## config.mk

```make
export PLATFORM = sky130hd
export DESIGN_NAME = mul_div_unit
export DESIGN_NICKNAME = d
export VERILOG_FILES = /design/src/rtl/mul_div_unit_pkg.sv /design/src/rtl/mdu_datapath.sv /design/src/rtl/mul_div_unit.sv
export SDC_FILE = /design/constraint.sdc
export NUM_CORES = 1
export LEC_CHECK = 0
export CORE_MARGIN = 4
export CORE_UTILIZATION = 53
export CTS_CLUSTER_DIAMETER = 100
export DETAILED_ROUTE_END_ITERATION = 10
export PLACE_DENSITY = 0.78
export SLEW_MARGIN = 30
export SYNTH_ARGS = -nofsm -noshare
export SYNTH_HDL_FRONTEND = slang
export SYNTH_SLANG_ARGS = --single-unit
```

## constraint.sdc

```tcl
create_clock -name Clk -period 3.4 [get_ports Clk]
set_clock_uncertainty 0.1 [all_clocks]
set_input_delay 0.85 -clock Clk [delete_from_list [all_inputs] [get_ports Clk]]
set_output_delay 0.85 -clock Clk [all_outputs]
set_load 0.05 [all_outputs]
```

## src/rtl/mul_div_unit_pkg.sv

```systemverilog
//============================================================================
// mul_div_unit_pkg : shared encodings for the multiply/divide unit
// Revision: 1.0
//============================================================================
`default_nettype none

package mul_div_unit_pkg;

  localparam int DATA_BITS_DEF = 32;

  typedef enum logic [1:0] {
    MDU_MULT  = 2'd0,
    MDU_MULTU = 2'd1,
    MDU_DIV   = 2'd2,
    MDU_DIVU  = 2'd3
  } mdu_op_e;

  typedef enum logic [1:0] {
    IDLE = 2'd0,
    CALC = 2'd1,
    FIX  = 2'd2
  } mdu_state_e;

endpackage

`default_nettype wire

```

## src/rtl/mdu_datapath.sv

```systemverilog
//============================================================================
// mdu_datapath : one radix-2 shift-add or restoring-divide step per cycle
// Revision: 1.0
//============================================================================
`default_nettype none

module mdu_datapath
  import mul_div_unit_pkg::*;
#(
  parameter int DATA_BITS = DATA_BITS_DEF
) (
  input  logic                 clk,
  input  logic                 rst_n,
  input  logic                 i_load,
  input  logic                 i_step,
  input  logic                 i_is_div,
  input  logic [DATA_BITS-1:0] i_sh_init,
  input  logic [DATA_BITS-1:0] i_opd_init,
  output logic [DATA_BITS-1:0] o_hi,
  output logic [DATA_BITS-1:0] o_lo
);

  logic [DATA_BITS:0]   acc_q, acc_d;
  logic [DATA_BITS-1:0] sh_q, sh_d;
  logic [DATA_BITS-1:0] opd_q, opd_d;
  logic [DATA_BITS:0]   sum;
  logic [DATA_BITS:0]   shifted;
  logic [DATA_BITS+1:0] diff;

  always_comb begin
    acc_d   = acc_q;
    sh_d    = sh_q;
    opd_d   = opd_q;
    sum     = acc_q + (sh_q[0] ? {1'b0, opd_q} : '0);
    shifted = {acc_q[DATA_BITS-1:0], sh_q[DATA_BITS-1]};
    diff    = {1'b0, shifted} - {2'b00, opd_q};
    if (i_load) begin
      acc_d = '0;
      sh_d  = i_sh_init;
      opd_d = i_opd_init;
    end else if (i_step) begin
      if (i_is_div) begin
        // Restoring divide: keep the trial subtraction only when it did not borrow.
        if (!diff[DATA_BITS+1]) begin
          acc_d = diff[DATA_BITS:0];
          sh_d  = {sh_q[DATA_BITS-2:0], 1'b1};
        end else begin
          acc_d = shifted;
          sh_d  = {sh_q[DATA_BITS-2:0], 1'b0};
        end
      end else begin
        acc_d = {1'b0, sum[DATA_BITS:1]};
        sh_d  = {sum[0], sh_q[DATA_BITS-1:1]};
      end
    end
  end

  always_ff @(posedge clk or negedge rst_n) begin
    if (!rst_n) begin
      acc_q <= '0;
      sh_q  <= '0;
      opd_q <= '0;
    end else begin
      acc_q <= acc_d;
      sh_q  <= sh_d;
      opd_q <= opd_d;
    end
  end

  assign o_hi = acc_q[DATA_BITS-1:0];
  assign o_lo = sh_q;

endmodule

`default_nettype wire

```

## src/rtl/mul_div_unit.sv

```systemverilog
//============================================================================
// mul_div_unit : iterative MIPS MULT/MULTU/DIV/DIVU with HI/LO registers.
// Optional MDU_FAST_MUL_EN selects a single-cycle combinational multiply.
// Revision: 1.0
//============================================================================
`default_nettype none

module mul_div_unit
  import mul_div_unit_pkg::*;
#(
  parameter int DATA_BITS = DATA_BITS_DEF
) (
  input  logic                 Clk,
  input  logic                 Rst_n,
  input  logic [DATA_BITS-1:0] AluA,
  input  logic [DATA_BITS-1:0] AluB,
  input  logic [1:0]           Op,
  input  logic                 Start,
  input  logic                 Flush,
  input  logic                 MthiWe,
  input  logic                 MtloWe,
  input  logic [DATA_BITS-1:0] WriteData,
  output logic [DATA_BITS-1:0] Hi,
  output logic [DATA_BITS-1:0] Lo,
  output logic                 Busy,
  output logic                 Done
);

  localparam int CNT_W = $clog2(DATA_BITS + 1);

  mdu_state_e           state_q, state_d;
  mdu_op_e              op_q, op_d;
  logic [DATA_BITS-1:0] a_q, a_d;
  logic                 neg_a_q, neg_a_d;
  logic                 neg_b_q, neg_b_d;
  logic                 divz_q, divz_d;
  logic [CNT_W-1:0]     cnt_q, cnt_d;
  logic [DATA_BITS-1:0] hi_q, hi_d;
  logic [DATA_BITS-1:0] lo_q, lo_d;
  logic                 done_q, done_d;

  mdu_op_e              op_in;
  logic                 in_signed, in_is_div, in_neg_a, in_neg_b, accept;
  logic [DATA_BITS-1:0] mag_a, mag_b;
  logic                 op_is_div;
  logic [DATA_BITS-1:0] dp_hi, dp_lo;
  logic [2*DATA_BITS-1:0] prod_mag, prod;
  logic [DATA_BITS-1:0] quo, rem, res_hi, res_lo;

  always_comb begin
    op_in     = mdu_op_e'(Op);
    in_signed = (op_in == MDU_MULT) || (op_in == MDU_DIV);
    in_is_div = (op_in == MDU_DIV) || (op_in == MDU_DIVU);
    in_neg_a  = in_signed & AluA[DATA_BITS-1];
    in_neg_b  = in_signed & AluB[DATA_BITS-1];
    mag_a     = in_neg_a ? -AluA : AluA;
    mag_b     = in_neg_b ? -AluB : AluB;
    accept    = (state_q == IDLE) && Start && !Flush;
    op_is_div = (op_q == MDU_DIV) || (op_q == MDU_DIVU);
  end

  // Datapath shifts the multiplier or dividend through sh; opd holds the other operand.
  mdu_datapath #(.DATA_BITS(DATA_BITS)) u_datapath (
    .clk        (Clk),
    .rst_n      (Rst_n),
    .i_load     (accept),
    .i_step     ((state_q == CALC) && !Flush),
    .i_is_div   (op_is_div),
    .i_sh_init  (in_is_div ? mag_a : mag_b),
    .i_opd_init (in_is_div ? mag_b : mag_a),
    .o_hi       (dp_hi),
    .o_lo       (dp_lo)
  );

`ifdef MDU_FAST_MUL_EN
  logic [DATA_BITS-1:0] fast_a_q, fast_a_d;
  logic [DATA_BITS-1:0] fast_b_q, fast_b_d;

  always_comb begin
    fast_a_d = accept ? mag_a : fast_a_q;
    fast_b_d = accept ? mag_b : fast_b_q;
    prod_mag = {{DATA_BITS{1'b0}}, fast_a_q} * {{DATA_BITS{1'b0}}, fast_b_q};
  end

  always_ff @(posedge Clk or negedge Rst_n) begin
    if (!Rst_n) begin
      fast_a_q <= '0;
      fast_b_q <= '0;
    end else begin
      fast_a_q <= fast_a_d;
      fast_b_q <= fast_b_d;
    end
  end
`else
  always_comb begin
    prod_mag = {dp_hi, dp_lo};
  end
`endif

  always_comb begin
    prod = (neg_a_q ^ neg_b_q) ? -prod_mag : prod_mag;
    quo  = (neg_a_q ^ neg_b_q) ? -dp_lo : dp_lo;
    rem  = neg_a_q ? -dp_hi : dp_hi;
    if (!op_is_div) begin
      res_hi = prod[2*DATA_BITS-1:DATA_BITS];
      res_lo = prod[DATA_BITS-1:0];
    end else if (divz_q) begin
      // Divide by zero returns the raw dividend, bypassing sign correction.
      res_hi = a_q;
      res_lo = '1;
    end else begin
      res_hi = rem;
      res_lo = quo;
    end
  end

  always_comb begin
    state_d = state_q;
    op_d    = op_q;
    a_d     = a_q;
    neg_a_d = neg_a_q;
    neg_b_d = neg_b_q;
    divz_d  = divz_q;
    cnt_d   = cnt_q;
    hi_d    = hi_q;
    lo_d    = lo_q;
    done_d  = 1'b0;
    case (state_q)
      IDLE: begin
        if (MthiWe) hi_d = WriteData;
        if (MtloWe) lo_d = WriteData;
        if (accept) begin
          op_d    = op_in;
          a_d     = AluA;
          neg_a_d = in_neg_a;
          neg_b_d = in_neg_b;
          divz_d  = (AluB == '0);
          cnt_d   = '0;
`ifdef MDU_FAST_MUL_EN
          state_d = in_is_div ? CALC : FIX;
`else
          state_d = CALC;
`endif
        end
      end
      CALC: begin
        if (Flush) begin
          state_d = IDLE;
          cnt_d   = '0;
        end else begin
          cnt_d = cnt_q + CNT_W'(1);
          if (cnt_q == CNT_W'(DATA_BITS - 1)) state_d = FIX;
        end
      end
      FIX: begin
        state_d = IDLE;
        if (!Flush) begin
          hi_d   = res_hi;
          lo_d   = res_lo;
          done_d = 1'b1;
        end
      end
      default: state_d = IDLE;
    endcase
  end

  always_ff @(posedge Clk or negedge Rst_n) begin
    if (!Rst_n) begin
      state_q <= IDLE;
      op_q    <= MDU_MULT;
      a_q     <= '0;
      neg_a_q <= 1'b0;
      neg_b_q <= 1'b0;
      divz_q  <= 1'b0;
      cnt_q   <= '0;
      hi_q    <= '0;
      lo_q    <= '0;
      done_q  <= 1'b0;
    end else begin
      state_q <= state_d;
      op_q    <= op_d;
      a_q     <= a_d;
      neg_a_q <= neg_a_d;
      neg_b_q <= neg_b_d;
      divz_q  <= divz_d;
      cnt_q   <= cnt_d;
      hi_q    <= hi_d;
      lo_q    <= lo_d;
      done_q  <= done_d;
    end
  end

  assign Hi   = hi_q;
  assign Lo   = lo_q;
  assign Busy = (state_q != IDLE);
  assign Done = done_q;

endmodule

`default_nettype wire

```

# Word-level counts from Yosys, hierarchy flattened
# Index checks and enable logic that the tools add are counted.
# Widths: inputs -> output; s select.
dict set report word_totals {
  wordCells 90
  output_inout_bits 66
  regBits 207
}
dict set report op_classes {
  add_sub_neg 8
  n_reduce_logical 19
  bitwise 3
  n_eq_ne 12
  n_mux 35
}
# cell n
set op_table {}
lappend op_table {{$mux 32} 18}
lappend op_table {{$mux 33} 4}
lappend op_table {{$neg 32->32} 4}
lappend op_table {{$pmux 32 s2} 2}
lappend op_table {{$mux 64} 1}
lappend op_table {{$neg 64->64} 1}
lappend op_table {{$sub 33x32->34} 1}
lappend op_table {{$add 33x33->33} 1}
lappend op_table {{$logic_not 32->1} 1}
lappend op_table {{$mux 6} 2}
lappend op_table {{$pmux 6 s2} 1}
lappend op_table {{$eq 2x2->1 const B} 5}
lappend op_table {{$ne 2x2->1 const B} 4}
lappend op_table {{$reduce_bool 2->1} 4}
lappend op_table {{$add 6x1->6 const B} 1}
lappend op_table {{$eq 6x5->1 const B} 1}
lappend op_table {{$mux 2} 3}
lappend op_table {{$reduce_and 2->1} 3}
lappend op_table {{$reduce_and 3->1} 2}
lappend op_table {{$logic_not 2->1} 2}
lappend op_table {{$pmux 2 s2} 1}
lappend op_table {{$logic_and 1x1->1} 3}
lappend op_table {{$logic_or 1x1->1} 3}
lappend op_table {{$mux 1} 3}
lappend op_table {{other kinds (5)} 6}

# Longest topological paths before layout
# Gate-level depths: netlist of run 1.
dict set report depth {
  ltp_word 6
  depth_mapped 15
  depth_no_buf 13
}

# Hierarchy
# Synthesis of run 1 repeated with hierarchy kept, for this count alone.
dict set report hier_totals {
  cells_unflattened 2401
  area_unflattened_um2 18514.0
}
# module area_per_inst_um2 cells_each seq_area_each_um2 n_inst
set by_module_without_submodules {}
lappend by_module_without_submodules {mul_div_unit 9784.4 1305 2727.6 1}
lappend by_module_without_submodules {mdu_datapath 8729.6 1096 2427.3 1}

# Worst setup path before layout of run 1
# Ideal clock, no wire load.
dict set report synth_path {
  path_kind {input port to flip-flop}
  startpoint {in AluB[1]}
  endpoint {reg u_datapath.sh_q[26] (netlist: u_datapath.o_lo[26])}
  required_time_ns 3.196
  path_slack_ns 0.076
  cell_stages 10
  n_path_buf 0
  setup_time_ns 0.104
  arrival_ns 3.120
  cell_sequence {inv_1 -> ha_1 -> or3b_2 -> nor3_1 -> nand2_1 -> nor4_1 -> a21oi_1 -> xor2_1 -> mux2i_1 -> a221oi_1}
}
dict set report synth_via {
  elab_chain_cells 4
}
# element line
set synth_rtl {}
lappend synth_rtl {{start, declared} mul_div_unit.sv:16} ;# input logic [DATA_BITS-1:0] AluB,
lappend synth_rtl {{$neg 32->32} mul_div_unit.sv:57} ;# mag_b = in_neg_b ? -AluB : AluB;
lappend synth_rtl {{$mux 32} mul_div_unit.sv:57}
lappend synth_rtl {{$mux 32} mul_div_unit.sv:69} ;# .i_sh_init (in_is_div ? mag_a : mag_b),
lappend synth_rtl {{$mux 32} mdu_datapath.sv:37} ;# if (i_load) begin
lappend synth_rtl {{end signal, assigned} mdu_datapath.sv:61} ;# sh_q <= '0;
lappend synth_rtl {{end signal, assigned} mdu_datapath.sv:65} ;# sh_q <= sh_d;
lappend synth_rtl {{end, declared} mdu_datapath.sv:24} ;# logic [DATA_BITS-1:0] sh_q, sh_d;
# Every way passes these cells.
# A chain may end at the register's enable or synchronous reset.

# Worst setup path in the final report of run 1
dict set report layout_path {
  startpoint {reg u_datapath.sh_q[28] (netlist: u_datapath.o_lo[28])}
  endpoint {reg hi_q[7] (netlist: Hi[7])}
}
dict set report layout_via {
  elab_chain_cells 5
}
# element line
set layout_rtl {}
lappend layout_rtl {{$neg 64->64} mul_div_unit.sv:101} ;# prod = (neg_a_q ^ neg_b_q) ? -prod_mag : prod_mag;
lappend layout_rtl {{$mux 64} mul_div_unit.sv:101}
lappend layout_rtl {{$mux 32} mul_div_unit.sv:104} ;# if (!op_is_div) begin
lappend layout_rtl {{$mux 32} mul_div_unit.sv:157} ;# if (!Flush) begin
lappend layout_rtl {{$pmux 32 s2} mul_div_unit.sv:128} ;# case (state_q)
lappend layout_rtl {{end signal, assigned} mul_div_unit.sv:187} ;# hi_q <= hi_d;
lappend layout_rtl {{end, declared} mul_div_unit.sv:38} ;# logic [DATA_BITS-1:0] hi_q, hi_d;
# Every way passes these cells. The select of a mux whose other input is x is not followed.

==> impl_metrics.yaml, run 1 <==
route:
  avgRoutedWirePerCell_um: 22.8
  drt_iter0_drc: 3177
  drc: 0
  num_vias: 19866
  route.detailed.vias_per_inst: 6.53
  postRouteWirelength_um: 69400
  ant_nets: 0
  detail_route.first_pass.iterations: 9
worst_setup_path:
  startpoint_type: "flop"
  worst-endpoint-arrival_ps: 3650
  timing.critical_path.to_type: "flop"
  required_ps: 3710
  ws_path_type: "reg2reg"
  timing.critical_path.fanout_max: 16
floorplan:
  die_height_um: 189
  design.die.area_um2: 35600
  die-width_um: 189
  design.core.area_um2: 31900
  floorplan.io_pins: 170
  rows: 65
  initial_core_utilization_pct: 54.2
pwr:
  power_report.internal_total_uw: 9190
  seqPwrFrac_pct: 20.6
  powerDensity_nw_per_um2: 784
  vdd_ir_drop_max_v: 0.000473
  p_clk_share_pct: 16.8
  power.share.combinational_pct: 62.6
  leakage_uw: 0.00984
  net_switching_fraction_of_the_power_pct: 47.4
  p_switching_uw: 8270
  totalPowerFinal_uw: 17500
logic_synthesis:
  synth_sequential_area_ratio_pct: 29.8
  asyncSetResetFlopFracSynth_pct: 100
  post_synthesis_net_count: 2469
  synthesis.area_um2: 17300
  syn-mean-instance-area_um2: 7.54
  synth-edff-count: 0
  synthesis_warning_total: 0
  syn-instance-count: 2294
  postSynth.topFlopCell: "dfrtp_1"
  post_synth_num_cell_types: 70
  ys_ff_latch: 206
timing:
  achievable-frequency_mhz: 300
  tightest_slew_ps: 976
  min_period_ps: 3340
  final-setup-viol-count: 0
  final-hold-violation-count: 0
  max-slew-margin-rel_pct: 34.9
  slew_viol_final: 0
  period_share_pct: 98.1
grt:
  grt_start_max_net_pins: 107
  groute.usage.overall_pct: 37.3
  grt_antenna_before_repair: 0
  grt_first_pass_wirelength_um: 106000
  first_global_vias: 18871
  global_route.overflow_total: 0
layout:
  fraction_of_layout_cells_with_a_size_suffix_above_1_pct: 14.6
  areaGrowthSynthToFinish_pct: 28.9
  finish.utilization_pct: 69.9
  mostFrequentLayoutCells: "nand2_1 (346), buf_4 (258), o21ai_0 (246)"
  filler_cell_count: 2515
  finalNetCount: 2763
  num_antenna_cells: 0
  layout.cells.most_common: "nand2_1"
place:
  placement.io_buffers: 169
  dp_hpwl_um: 53000
  finalWeightedCongestion: 1.08
clocking:
  clk_root_buffer_cell: "clkbuf_16"
  clk_latency_ps: 530
  clk_transition_reported_paths_ps: 60
  numCtsBuffers: 24
  cts_tree: "built"
  cts.htree.levels: 1
  max-clock-path-buffers: 3
  cts_sinks: 206
flow_run:
  drv_cap: 0
run_status:
  status: "finished clean"
min_path:
  timing.hold.worst.class: "in2async"
per-layer routing:
layer / track usage, % / vias to the layer above / wire length [um]
li1: - / 8789 / -
met1: 50.2 / 9223 / 26300
met2: 56.3 / 1541 / 29600
met3: 9.02 / 313 / 9030
met4: 18.6 / 0 / 4540
met5: 0 / - / 0
synth_stat cells (4+ instances only):
cell / count / area share (%)
a211o_1: 6 / 0.30
a211oi_1: 22 / 0.96
a21o_1: 33 / 1.4
a21oi_1: 186 / 5.4
a221oi_1: 12 / 0.61
a22o_1: 9 / 0.46
a22oi_1: 10 / 0.43
a31oi_1: 20 / 0.72
a41oi_1: 6 / 0.30
and2_1: 6 / 0.22
and3_1: 18 / 0.65
buf_1: 15 / 0.33
buf_2: 4 / 0.12
clkbuf_1: 150 / 3.3
dfrtp_1: 206 / 30
ha_1: 69 / 5.0
inv_1: 66 / 1.4
mux2i_1: 58 / 3.4
nand2_1: 346 / 7.5
nand2b_1: 26 / 0.94
nand3_1: 41 / 1.2
nand4_1: 18 / 0.65
nor2_1: 193 / 4.2
nor2b_1: 20 / 0.72
nor3_1: 36 / 1.0
nor3b_1: 6 / 0.26
nor4_1: 16 / 0.58
o2111ai_1: 6 / 0.30
o211ai_1: 48 / 2.1
o21a_1: 6 / 0.26
o21ai_0: 257 / 7.4
o21ai_1: 7 / 0.20
o221ai_1: 12 / 0.61
o22ai_1: 39 / 1.4
o31a_1: 4 / 0.20
o31ai_1: 23 / 1.0
o41ai_1: 13 / 0.66
or2_2: 7 / 0.25
or3_1: 23 / 0.83
or4_1: 15 / 0.65
xnor2_1: 98 / 5.0
xor2_1: 91 / 4.6
sequential cells by signal, indices dropped and copies added, names as in the netlist, 2 cells and up:
register / cells
u_datapath.acc_q: 33
Hi: 32
Lo: 32
a_q: 32
u_datapath.o_lo: 32
u_datapath.opd_q: 32
cnt_q: 6
state_q: 2
stage by stage:
step	cell area (um^2)	setup slack, ps	instances	setup TNS, ps	hold WS (ps)
finish	22300	64.5	3040	0	209
detailed placement	21000	-459	2986	-7670	366
floorplan	17300	76.4	2294	0	340
global route	22300	-32.1	3040	-144	245
CTS	21900	0.820	3033	0	236
global placement	21000	-392	2986	-5640	359
timing repair:
action / CTS / global route
pin swaps: 4 / 23
gates cloned: 0 / 1
setup buffers: 4 / 7
gates resized for setup: 8 / 60
endpoints found under the setup margin: 10 / 43
hold buffers: 0 / 0
layout make-up:
cell class / count / area (um^2) / share of cell area, %
multi-input cells: 1851 / 11600 / 52.0
flip-flops and latches: 206 / 5160 / 23.2
repair buffers: 439 / 3870 / 17.4
clock buffers: 32 / 682 / 3.06
well taps: 435 / 544 / 2.44
inverters: 66 / 250 / 1.12
clock inverters: 11 / 200 / 0.898
critical path, cell delays in order, from the launching register on:
cell and delay [ps]:
dfrtp_1 400, or4_1 650, or3_1 410, or4b_1 630, buf_4 250, o31ai_1 250, xor2_1 180, nor2_1 60
a21oi_1 200, o22ai_1 110
power groups by stage:
stage	logic, uW	clock network [uW]	registers (uW)
CTS	10200	2920	3550
global route	11700	3030	3640
floorplan	5890	0	3910
finish	10900	2930	3600
detailed placement	10100	0	3590
global placement	9850	0	3560
worst paths after layout:
path                            slack, ps  depth (start not counted)                               end                        startpoint
worst max-delay path                   60                          9                 Hi[7]$_DFFE_PN0P_   u_datapath.o_lo[28]$_DFFE_PN0P_
worst min-delay path                  210                          1                Lo[14]$_DFFE_PN0P_                             Rst_n
worst max register to register         60                          9                 Hi[7]$_DFFE_PN0P_   u_datapath.o_lo[28]$_DFFE_PN0P_
worst min register to register        380                          1  u_datapath.opd_q[16]$_DFFE_PN0P_  u_datapath.opd_q[16]$_DFFE_PN0P_
max in group asynchronous            2220                          2                divz_q$_DFFE_PN0P_                             Rst_n
min in group Clk                      380                          1  u_datapath.opd_q[16]$_DFFE_PN0P_  u_datapath.opd_q[16]$_DFFE_PN0P_
kinds of logic (layout without fill, tap and decap cells):
group | Yosys count | after routing | share of synthesized area [%]
compound gates | 744 | 744 | 26.1
simple gates | 789 | 789 | 20.7
xor+xnor | 189 | 189 | 9.57
buf+inv | 237 | 548 | 5.26
mux | 58 | 58 | 3.36
flops | 206 | 206 | 29.8
fa+ha+maj | 71 | 71 | 5.22
No activity file was read; power rests on OpenSTA's default activity.
==> run 2: changes to the inputs <==
--- a/config.mk
+++ b/config.mk
@@ -5,11 +5,14 @@
 export SDC_FILE = /design/constraint.sdc
 export NUM_CORES = 1
 export LEC_CHECK = 0
+export CORE_ASPECT_RATIO = 2
 export CORE_MARGIN = 4
-export CORE_UTILIZATION = 53
+export CORE_UTILIZATION = 55
 export CTS_CLUSTER_DIAMETER = 100
 export DETAILED_ROUTE_END_ITERATION = 10
-export PLACE_DENSITY = 0.78
+export DONT_BUFFER_PORTS = 1
+export GPL_TIMING_DRIVEN = 1
+export PLACE_DENSITY = 0.73
 export SLEW_MARGIN = 30
 export SYNTH_ARGS = -nofsm -noshare
 export SYNTH_HDL_FRONTEND = slang
==> run 2 against run 1 <==
The run now ends with negative hold slack left. Setup slack got worse by 22 ps. Via count is 5.9% lower. Global-route usage rose by 5.3 points. Largest power group unchanged.
==> impl_metrics.yaml, run 2 (synthesized netlist as in run 1, its figures left out) <==
run_status:
  status: "finished, violations left"
  violations: "negative hold slack"
place:
  placed_cells_incl_taps: 2789
  finalWeightedCongestion: 1.05
  placement.io_buffers: 0
  dp_hpwl_um: 59000
worst_setup_path:
  ws_path_type: "reg2reg"
  timing.critical_path.slowest_stage_cell: "or4_1"
  crit_path_cell_trace: "or4_1 -> or4_1 -> or2_1 -> nor2_1 -> nand2_1 -> or3_1 -> nand2_1 -> a32oi_1 -> o32a_1"
  timing.critical_path.fanout_max: 5
  worst-endpoint-arrival_ps: 3690
  required_ps: 3730
  worst-r2r-cell-count: 9
  timing.critical_path.to_type: "flop"
  cp_slowest_stage_delay_ps: 670
  startpoint_type: "flop"
pwr:
  seqPwrFrac_pct: 24.3
  vdd_ir_drop_max_v: 0.000525
  leakage_uw: 0.00897
  powerDensity_nw_per_um2: 830
  power.share.combinational_pct: 61.1
  totalPowerFinal_uw: 16700
  p_switching_uw: 8120
  p_clk_share_pct: 14.6
  net_switching_fraction_of_the_power_pct: 48.5
  power_report.internal_total_uw: 8620
grt:
  grt_first_pass_wirelength_um: 111000
  first_global_vias: 18003
  groute.usage.overall_pct: 42.6
  global_route.overflow_total: 0
  grt_start_max_net_pins: 207
  grt_antenna_before_repair: 6
layout:
  largest_register_ff_count: 33
  finish.cell_count_without_fillers: 2841
  finish.utilization_pct: 65.1
  areaGrowthSynthToFinish_pct: 16.6
  largest_register: "u_datapath.acc_q"
  finalNetCount: 2581
  filler_cell_count: 2817
  layout.cells.most_common: "nand2_1"
  mostFrequentLayoutCells: "nand2_1 (346), buf_4 (248), o21ai_0 (244)"
  fraction_of_layout_cells_with_a_size_suffix_above_1_pct: 14.4
route:
  avgRoutedWirePerCell_um: 26.7
  detail_route.first_pass.iterations: 8
  drt_iter0_drc: 1920
  drc: 0
  ant_nets: 0
  route.detailed.vias_per_inst: 6.58
  postRouteWirelength_um: 76000
  num_vias: 18697
clocking:
  cts_sinks: 206
  clk_root_buffer_cell: "clkbuf_16"
  clk_transition_reported_paths_ps: 80
  max-clock-path-buffers: 3
  cts_tree: "built"
  numCtsBuffers: 22
  cts.htree.levels: 1
  clk_latency_ps: 550
timing:
  setup-tns-final_ps: 0
  min_period_ps: 3360
  achievable-frequency_mhz: 298
  final-hold-violation-count: 135
  period_share_pct: 98.8
  final-setup-viol-count: 0
  rsz_0062_raised_after_global_routing: "true"
  final.hold.worst_slack_ps: -106
  max-slew-margin-rel_pct: 41.4
  slew_viol_final: 0
  tightest_slew_ps: 878
floorplan:
  design.core.area_um2: 31000
  floorplan.io_pins: 170
  design.die.area_um2: 34500
  rows: 91
  die-width_um: 133
  initial_core_utilization_pct: 55.8
  die_height_um: 259
min_path:
  timing.hold.worst.class: "in2async"
flow_run:
  drv_cap: 0
==> run 2: cell count changes in the layout (fill, tap and decap cells not counted), moves of 4 or more <==
cell	delta
nor3_1	+6
diode_2	+5
buf_4	-10
bufinv_16	-4
nor3_2	-6
clkdlybuf4s50_1	-167
==> run 2: critical path, delay by kind of cell, from the launching register on <==
kind / cells / cell delay, ps
flip-flops: 1 / 370
AO/OA/AOI/OAI: 2 / 430
AND/OR/NAND/NOR: 7 / 2350
==> run 2: worst paths after layout <==
path | start | endpoint | slack, ps
worst max-delay path | u_datapath.o_lo[15]$_DFFE_PN0P_ | Hi[26]$_DFFE_PN0P_ | 40
worst min-delay path | Rst_n | u_datapath.acc_q[29]$_DFFE_PN0P_ | -110
worst max register to register | u_datapath.o_lo[15]$_DFFE_PN0P_ | Hi[26]$_DFFE_PN0P_ | 40
worst min register to register | a_q[22]$_DFFE_PN0P_ | a_q[22]$_DFFE_PN0P_ | 390
max in group asynchronous | Rst_n | op_q[1]$_DFFE_PN0P_ | 2850
min in group Clk | AluA[4] | a_q[4]$_DFFE_PN0P_ | 310
==> run 2: repair_timing <==
item,in CTS,in global routing
buffers inserted,2,8
gates resized for setup,17,37
hold endpoints to repair,206,206
endpoints found under the setup margin,11,33
gates cloned,0,1
pin swaps,1,8
==> run 2: cell type report <==
cell class,count,area [um^2],area share [%]
repair buffers,259,2080,10.3
inverters,66,250,1.24
well taps,418,523,2.59
clock inverters,10,114,0.565
diodes,5,12.5,0.0620
clock buffers,26,586,2.90
flip-flops and latches,206,5160,25.6
multi-input cells,1851,11400,56.7
==> run 2: power groups by stage <==
stage               Clock [uW]  Sequential [uW]  Combinational, uW
floorplan                    0             3910               5890
global placement             0             4070               9560
detailed placement           0             4090               9660
CTS                       2460             4040               9780
global route              2550             4100              10900
finish                    2450             4070              10200
==> run 2: metrics by stage <==
stage	setup slack [ps]	cell area [um^2]
CTS	-0.179	20000
global placement	-105	19200
detailed placement	-179	19200
finish	42.4	20200
floorplan	76.4	17300
global route	-85.3	20200
==> run 2: routing by layer <==
layer  vias to the layer above  wire length [um]  part of all wire [%]  global-route usage, %
met3                       452              6250                   8.2                   8.95
met1                      8751             23600                    31                   42.4
met2                      1075             36000                    47                   71.1
met5                         -                39                 0.051                      0
met4                         6             10100                    13                   43.1
li1                       8413                 -                     -                      -
